[config.mk]
export PLATFORM = sky130hd
export DESIGN_NAME = cu_hs
export DESIGN_NICKNAME = d
export VERILOG_FILES = /design/src/rtl/cu_hs.sv
export SDC_FILE = /design/constraint.sdc
export NUM_CORES = 1
export LEC_CHECK = 0
export BUFFER_PORTS_ARGS = -buffer_cell sky130_fd_sc_hd__buf_2
export CORE_MARGIN = 3
export CORE_UTILIZATION = 55
export DETAILED_ROUTE_END_ITERATION = 7
export PLACE_DENSITY = 0.81
export SLEW_MARGIN = 20
export SYNTH_ARGS = -nofsm -noshare
export SYNTH_HDL_FRONTEND = slang
export SYNTH_SLANG_ARGS = --single-unit
export TNS_END_PERCENT = 30
[constraint.sdc]
create_clock -name clk -period 2.7 [get_ports clk]
set_input_delay 0.54 -clock clk [delete_from_list [all_inputs] [get_ports clk]]
set_output_delay 0.54 -clock clk [all_outputs]
set_load 0.01 [all_outputs]
[src/rtl/cu_hs.sv]
// cu_hs: multicycle control unit with req/ack memory handshakes.
// Instruction words come from imem, data from dmem; every wait is guarded by
// a timeout counter that traps to a sticky FAULT state. HALT is sticky too.
module cu_hs #(
    parameter int BUS_WIDTH  = 16,
    parameter int OPCODE_LEN = 4,
    parameter int REG_AW     = 4,
    parameter int TIMEOUT    = 15
) (
    input  logic                 clk,
    input  logic                 reset,
    input  logic                 enable,
    input  logic [BUS_WIDTH-1:0] ir,
    input  logic                 imem_ack,
    input  logic                 dmem_ack,
    input  logic                 alu_zero,
    output logic                 imem_req,
    output logic                 dmem_read,
    output logic                 dmem_write,
    output logic                 pc_inc,
    output logic                 jump,
    output logic [REG_AW-1:0]    rf_sel_a,
    output logic [REG_AW-1:0]    rf_sel_b,
    output logic [REG_AW-1:0]    rf_sel_c,
    output logic                 rf_we,
    output logic [1:0]           wb_src,
    output logic [3:0]           alu_ctrl,
    output logic                 mar_inc,
    output logic                 col_inc,
    output logic                 row_inc,
    output logic                 col_zero,
    output logic                 halted,
    output logic                 fault,
    output logic [1:0]           fault_code
);

    // Handshake rule: a req is a level held from entry to its wait state until
    // the cycle an ack is seen with enable high; that cycle completes the
    // transfer. Acks outside a wait state are ignored.

    localparam int A_MSB = BUS_WIDTH - OPCODE_LEN - 1;
    localparam int B_MSB = A_MSB - REG_AW;
    localparam int C_MSB = B_MSB - REG_AW;
    localparam logic [7:0] TMO_LAST = 8'(TIMEOUT - 1);

    typedef enum logic [3:0] {
        S_IDLE, S_FETCH, S_DECODE, S_EXEC, S_WB, S_LI_WAIT, S_LD_WAIT,
        S_ST_WAIT, S_BR_EXEC, S_BR_WAIT, S_BR_DONE, S_MAR, S_COL, S_ROW,
        S_HALT, S_FAULT
    } state_t;

    state_t                 state_q, state_d;
    logic [BUS_WIDTH-1:0]   ir_q, ir_d;
    logic [7:0]             cnt_q, cnt_d;
    logic [3:0]             alu_q, alu_d;
    logic [1:0]             src_q, src_d;
    logic                   z_q, z_d;
    logic [1:0]             fc_q, fc_d;

    logic [OPCODE_LEN-1:0]  opcode;
    logic [31:0]            op_w;
    logic                   taken;

    // Opcode decode helpers and branch-taken evaluation from the registered zero flag
    always_comb begin
        opcode = ir_q[BUS_WIDTH-1 -: OPCODE_LEN];
        op_w   = 32'(opcode);
        taken  = (op_w[3:0] == 4'hA) ? !z_q : z_q;
    end

    // State register and datapath-control flops
    always_ff @(posedge clk) begin
        if (reset) begin
            state_q <= S_IDLE;
            ir_q    <= '0;
            cnt_q   <= '0;
            alu_q   <= '0;
            src_q   <= '0;
            z_q     <= 1'b0;
            fc_q    <= '0;
        end else begin
            state_q <= state_d;
            ir_q    <= ir_d;
            cnt_q   <= cnt_d;
            alu_q   <= alu_d;
            src_q   <= src_d;
            z_q     <= z_d;
            fc_q    <= fc_d;
        end
    end

    // Next-state logic; everything freezes while enable is low
    always_comb begin
        state_d = state_q;
        ir_d    = ir_q;
        cnt_d   = cnt_q;
        alu_d   = alu_q;
        src_d   = src_q;
        z_d     = z_q;
        fc_d    = fc_q;
        if (enable) begin
            case (state_q)
                S_IDLE:   state_d = S_FETCH;
                S_FETCH: begin
                    if (imem_ack) begin
                        ir_d    = ir;
                        state_d = S_DECODE;
                    end else if (cnt_q == TMO_LAST) begin
                        state_d = S_FAULT;
                        fc_d    = 2'd2;
                    end else begin
                        cnt_d = cnt_q + 8'd1;
                    end
                end
                S_DECODE: begin
                    alu_d = 4'd0;
                    src_d = 2'd0;
                    if (op_w > 32'd15) begin
                        state_d = S_FAULT;
                        fc_d    = 2'd1;
                    end else begin
                        case (op_w[3:0])
                            4'h0: state_d = S_FETCH;
                            4'h1: begin state_d = S_LI_WAIT; src_d = 2'd1; end
                            4'h2: begin state_d = S_LD_WAIT; src_d = 2'd2; end
                            4'h3: state_d = S_ST_WAIT;
                            4'h4: begin state_d = S_EXEC; alu_d = 4'd3; end
                            4'h5: begin state_d = S_EXEC; alu_d = 4'd4; end
                            4'h6: begin state_d = S_EXEC; alu_d = 4'd5; end
                            4'h7: begin state_d = S_EXEC; alu_d = 4'd1; end
                            4'h8: begin state_d = S_EXEC; alu_d = 4'd2; end
                            4'h9: begin state_d = S_EXEC; alu_d = 4'd0; end
                            4'hA, 4'hB: begin state_d = S_BR_EXEC; alu_d = 4'd2; end
                            4'hC: state_d = S_MAR;
                            4'hD: state_d = S_COL;
                            4'hE: state_d = S_ROW;
                            default: state_d = S_HALT;
                        endcase
                    end
                end
                S_EXEC:    state_d = S_WB;
                S_WB:      state_d = S_FETCH;
                S_LI_WAIT: begin
                    if (imem_ack) state_d = S_WB;
                    else if (cnt_q == TMO_LAST) begin state_d = S_FAULT; fc_d = 2'd2; end
                    else cnt_d = cnt_q + 8'd1;
                end
                S_LD_WAIT: begin
                    if (dmem_ack) state_d = S_WB;
                    else if (cnt_q == TMO_LAST) begin state_d = S_FAULT; fc_d = 2'd3; end
                    else cnt_d = cnt_q + 8'd1;
                end
                S_ST_WAIT: begin
                    if (dmem_ack) state_d = S_FETCH;
                    else if (cnt_q == TMO_LAST) begin state_d = S_FAULT; fc_d = 2'd3; end
                    else cnt_d = cnt_q + 8'd1;
                end
                S_BR_EXEC: state_d = S_BR_WAIT;
                S_BR_WAIT: begin
                    // First wait cycle is the one right after EXEC: latch the compare result
                    if (cnt_q == 8'd0) z_d = alu_zero;
                    if (imem_ack) state_d = S_BR_DONE;
                    else if (cnt_q == TMO_LAST) begin state_d = S_FAULT; fc_d = 2'd2; end
                    else cnt_d = cnt_q + 8'd1;
                end
                S_BR_DONE, S_MAR, S_COL, S_ROW: state_d = S_FETCH;
                default: state_d = state_q;
            endcase
            // Any state change restarts the wait counter for the next wait
            if (state_d != state_q) cnt_d = '0;
        end
    end

    // Output decode from the current state; pulses are suppressed while frozen
    always_comb begin
        imem_req   = 1'b0;
        dmem_read  = 1'b0;
        dmem_write = 1'b0;
        pc_inc     = 1'b0;
        jump       = 1'b0;
        rf_we      = 1'b0;
        wb_src     = 2'd0;
        alu_ctrl   = 4'd0;
        mar_inc    = 1'b0;
        col_inc    = 1'b0;
        row_inc    = 1'b0;
        col_zero   = 1'b0;
        halted     = 1'b0;
        fault      = 1'b0;
        fault_code = 2'd0;
        rf_sel_a   = ir_q[A_MSB -: REG_AW];
        rf_sel_b   = ir_q[B_MSB -: REG_AW];
        rf_sel_c   = ir_q[C_MSB -: REG_AW];
        case (state_q)
            S_FETCH, S_LI_WAIT, S_BR_WAIT: imem_req = 1'b1;
            S_DECODE:  pc_inc = 1'b1;
            S_EXEC: begin
                alu_ctrl = alu_q;
                wb_src   = src_q;
            end
            S_WB: begin
                rf_we    = 1'b1;
                alu_ctrl = alu_q;
                wb_src   = src_q;
                pc_inc   = (src_q == 2'd1);
            end
            S_LD_WAIT: dmem_read  = 1'b1;
            S_ST_WAIT: dmem_write = 1'b1;
            S_BR_EXEC: alu_ctrl = alu_q;
            S_BR_DONE: begin
                jump   = taken;
                pc_inc = !taken;
            end
            S_MAR: mar_inc = 1'b1;
            S_COL: col_inc = 1'b1;
            S_ROW: begin
                row_inc  = 1'b1;
                col_zero = 1'b1;
            end
            S_HALT: halted = 1'b1;
            S_FAULT: begin
                fault      = 1'b1;
                fault_code = fc_q;
                rf_sel_a   = '0;
                rf_sel_b   = '0;
                rf_sel_c   = '0;
            end
            default: ;
        endcase
        if (!enable) begin
            pc_inc   = 1'b0;
            jump     = 1'b0;
            rf_we    = 1'b0;
            mar_inc  = 1'b0;
            col_inc  = 1'b0;
            row_inc  = 1'b0;
            col_zero = 1'b0;
        end
    end

endmodule

==> out/qor.log <==
INFO  detailed_routing antenna_viol_nets_final=0
INFO  worst_setup_path arrival=1.87ns
INFO  global_route   antenna_violations_before_repair=0
INFO  timing         timing_max_transition_violations_final=0
INFO  yosys          yosys_warnings=0
INFO  floorplan      die_width=72.7um
INFO  worst_setup_path timing.critical_path.max_delay_family=flip-flops
INFO  timing         finalCritPeriodShare=89.3%
INFO  layout         layoutNonFillerInstCount=380
INFO  yosys          synth-edff-count=0
INFO  status         outcome=completed
INFO  timing         relSlewSlack=52.2%
INFO  clocking       cts_made_buffers=5
INFO  yosys          synth-compound-area-share=16.8%
INFO  worst_setup_path endpoint_kind=primary output
INFO  floorplan      core-area=4140squm
INFO  clocking       clock-sinks=36
INFO  clocking       cts_setup_buffers=0
INFO  yosys          synth_common_cells=37 x nor2_1, 36 x dfxtp_1, 20 x and2_1
INFO  placement      buffer_ports.inserted=52
INFO  layout         fin_util=65.4%
INFO  placement      dp.cells=372
INFO  yosys          synth_mux_area_share=8.45%
INFO  detailed_routing drt_pre_antenna_iters=5
INFO  detailed_routing drc=0
INFO  detailed_routing wl_per_cell=15.7um
INFO  clocking       cts_tree=built
INFO  placement      place_hpwl=4320um
INFO  clocking       clk_pin_slew=0.07ns
INFO  yosys          yosys.cell_count.top_type=nor2_1
INFO  worst_setup_path worst_r2r_endpoint=cnt_q[4]
INFO  yosys          synthesis.area=2440squm
INFO  worst_setup_path critPathLaunchType=flip-flop
INFO  layout         post_route_cells_drive_above_1_share=28.2%
INFO  placement      placement.cell_area=2610squm
INFO  yosys          distinct_cell_type_count_after_synthesis=64
INFO  placement      gpl.final_weighted_congestion=0.956
INFO  worst_setup_path rrSetupSlack=0.37ns
INFO  hold_path      worstHoldPathType=flip-flop to flip-flop
INFO  floorplan      std_cell_rows=23
INFO  timing         hold_viol_final=0
INFO  timing         setup_viol=0
INFO  worst_setup_path worst-path-max-fanout=20
INFO  floorplan      die_height=72.7um
INFO  yosys          synth-async-reset-ratio=0%
INFO  timing         grt_setup_unrepaired=false
INFO  yosys          synth_top_family_by_area=simple AND/OR/NAND/NOR gates
INFO  clocking       clock_tree.htree_level_count=2
INFO  hold_path      min_delay_path_depth=2
INFO  power_and_ir_drop fin_total_pwr=1.12mW
INFO  yosys          ys_seq_elements=36
INFO  worst_setup_path r2r_cells=8
INFO  layout         final_cell_area=2710squm
INFO  global_route   globalRoute.totalOverflow=0
INFO  yosys          ys_seq_area_share=29.5%
INFO  clocking       clk-insertion-delay-late=0.29ns
INFO  flow_run       drv.max_cap_violation_count=0
INFO  clocking       root_buffer=clkbuf_8
INFO  hold_path      worst_hold_startpoint=fc_q[1]
INFO  power_and_ir_drop p_leak=1.23nW
INFO  worst_setup_path reg2reg_from=cnt_q[0]
INFO  timing         final.setup.tns=0ns
INFO  timing         max_freq=415MHz
INFO  detailed_routing drt_first_iter_violations=207
INFO  worst_setup_path critPathKind=flip-flop to primary output
INFO  yosys          adder_cell_share_of_the_synthesized_area=1.54%
INFO  timing         finalWorstPathRequiredPeriod=2.41ns
INFO  yosys          leading_area_contributor_after_synthesis=dfxtp_1
INFO  worst_setup_path crit_path_top_delay_cell=dfxtp_2
INFO  timing         tightest_slew=0.717ns
INFO  layout         area_growth_from_synthesis_to_layout=10.9%
INFO  yosys          synth-simple-area-share=31.2%
INFO  detailed_routing drt_wl_total=5980um
INFO  clocking       cts_buffer_depth=2
INFO  worst_setup_path required=2.16ns
INFO  power_and_ir_drop power.density_cell_area=414nW/um^2
INFO  layout         num-nets-final=354
INFO  detailed_routing routed_via_density=5.97
INFO  yosys          synth.avg_cell_area=8.48squm
INFO  yosys          yosys-top-cells-area=dfxtp_1 29%, mux2i_1 7.4%, nor2_1 5.7%, and2_1 5.1%, a21oi_1 3.7%
INFO  yosys          postSynth.topFlopCell=dfxtp_1
INFO  yosys          netlist.area_leader.share=29.5%
INFO  yosys          netlist_instances=288
INFO  power_and_ir_drop worst_ir_drop_vdd=0.380mV
INFO  detailed_routing vias=2,267
INFO  floorplan      io_pins=54
INFO  floorplan      floorplan.initialDensity=59.0%
INFO  global_route   grt_pass1_wl=9430um
INFO  worst_setup_path cp_num_buf_inv=2
INFO  global_route   number_of_global_route_vias_before_repair=2,012
INFO  floorplan      design.die.area=5280squm
INFO  yosys          yosys.area_share.xor_xnor=2.87%
INFO  timing         clock-skew-final=0.00221ns
INFO  yosys          synth_nets=313
INFO  worst_setup_path critical-path-max-stage-delay=0.57ns
INFO  layout         antennaDiodeCount=0
INFO  global_route   grt_usage=22.8%
INFO  hold_path      min_to=fc_q[1]
INFO  worst_setup_path cp_cell_sequence=inv_1 > nand3_1 > a21oi_1 > a31o_2 > and2_1 > buf_2
INFO  global_route   largest_net_degree_at_the_start_of_global_routing=37
-- final cells by class --
type / count / area (sq um)
clock inverters: 2 / 13.8
repair buffers: 57 / 298
fillers: 358 / 1440
flip-flops and latches: 36 / 726
clock buffers: 6 / 82.6
well taps: 50 / 62.6
multi-input cells: 220 / 1490
inverters: 9 / 33.8
-- worst min-delay path, stage by stage (launching register included) --
cell and delay [ns]:
dfxtp_1 0.30, inv_1 0.06, a21oi_1 0.06
-- timing repair --
item                       CTS  global route
hold buffers                 0             0
setup endpoints to repair    0            15
gates resized for setup      0             4
-- cell families (layout without fill, tap and decap cells) --
group	after synthesis	count (layout)
and+or+nand+nor	133	133
xor gates and xnor gates	8	8
other	1	1
adders and majority gates	3	3
AOI/OAI and AO/OA	55	55
muxes	20	20
DFF	36	36
buffers and inverters	32	74
-- report_power, final --
part           internal (mW)  leakage, nW  switching (mW)
clock                  0.209       0.0516           0.205
combinational         0.0619        0.884          0.0856
sequential             0.541        0.293          0.0200
total                  0.811         1.23           0.310
-- per-layer routing --
layer	vias up	routed length (um)	GRT usage, %
met5	-	0	0
met3	19	447	5.92
met1	1044	2730	31.3
li1	1096	-	-
met2	108	2630	33.5
met4	0	163	10.0
-- registers in the layout, indices dropped and copies added, names as in the netlist --
name     flops
src_q        2
fc_q         2
z_q          1
ir_q        16
cnt_q        8
state_q      4
alu_q        3
-- cells in the final DEF (no fill, tap or decap), types with 2 or more instances in the layout --
cell	n
o21bai_1	2
a21oi_1	18
xor2_1	5
nand3_1	11
nor3_1	8
a32oi_1	2
nor4_1	5
a21o_1	3
and3_2	2
nand2_1	15
dfxtp_1	32
nand3b_1	2
nor2b_1	4
a311oi_1	2
inv_1	8
buf_2	52
nand2b_1	7
dfxtp_2	4
ha_1	3
o21ai_0	9
nand4_1	2
and2_1	20
or4bb_1	2
xnor2_1	3
mux2i_1	18
buf_4	5
and3_1	2
nor2_1	37
nor3_2	7
clkbuf_8	6
-- metrics by stage --
step	hold slack (ns)	setup slack, ns
final	0.470	0.289
after global placement	0.443	0.347
after global routing	0.480	0.170
after floorplan	0.431	0.623
after detailed placement	0.457	0.295
after CTS	0.468	0.0489
-- worst max-delay path by stage --
stage | start | endpoint | slack [ns] | cells after the start
after floorplan | cnt_q[0] | cnt_q[0] | 0.62 | 8
after global placement | state_q[0] | cnt_q[6] | 0.35 | 6
after detailed placement | state_q[0] | cnt_q[7] | 0.30 | 6
after CTS | state_q[0] | alu_ctrl[1] | 0.05 | 6
after global routing | state_q[3] | rf_sel_a[0] | 0.17 | 4
final | state_q[0] | alu_ctrl[1] | 0.29 | 6
Note: power is estimated with default switching activity, not from simulation.
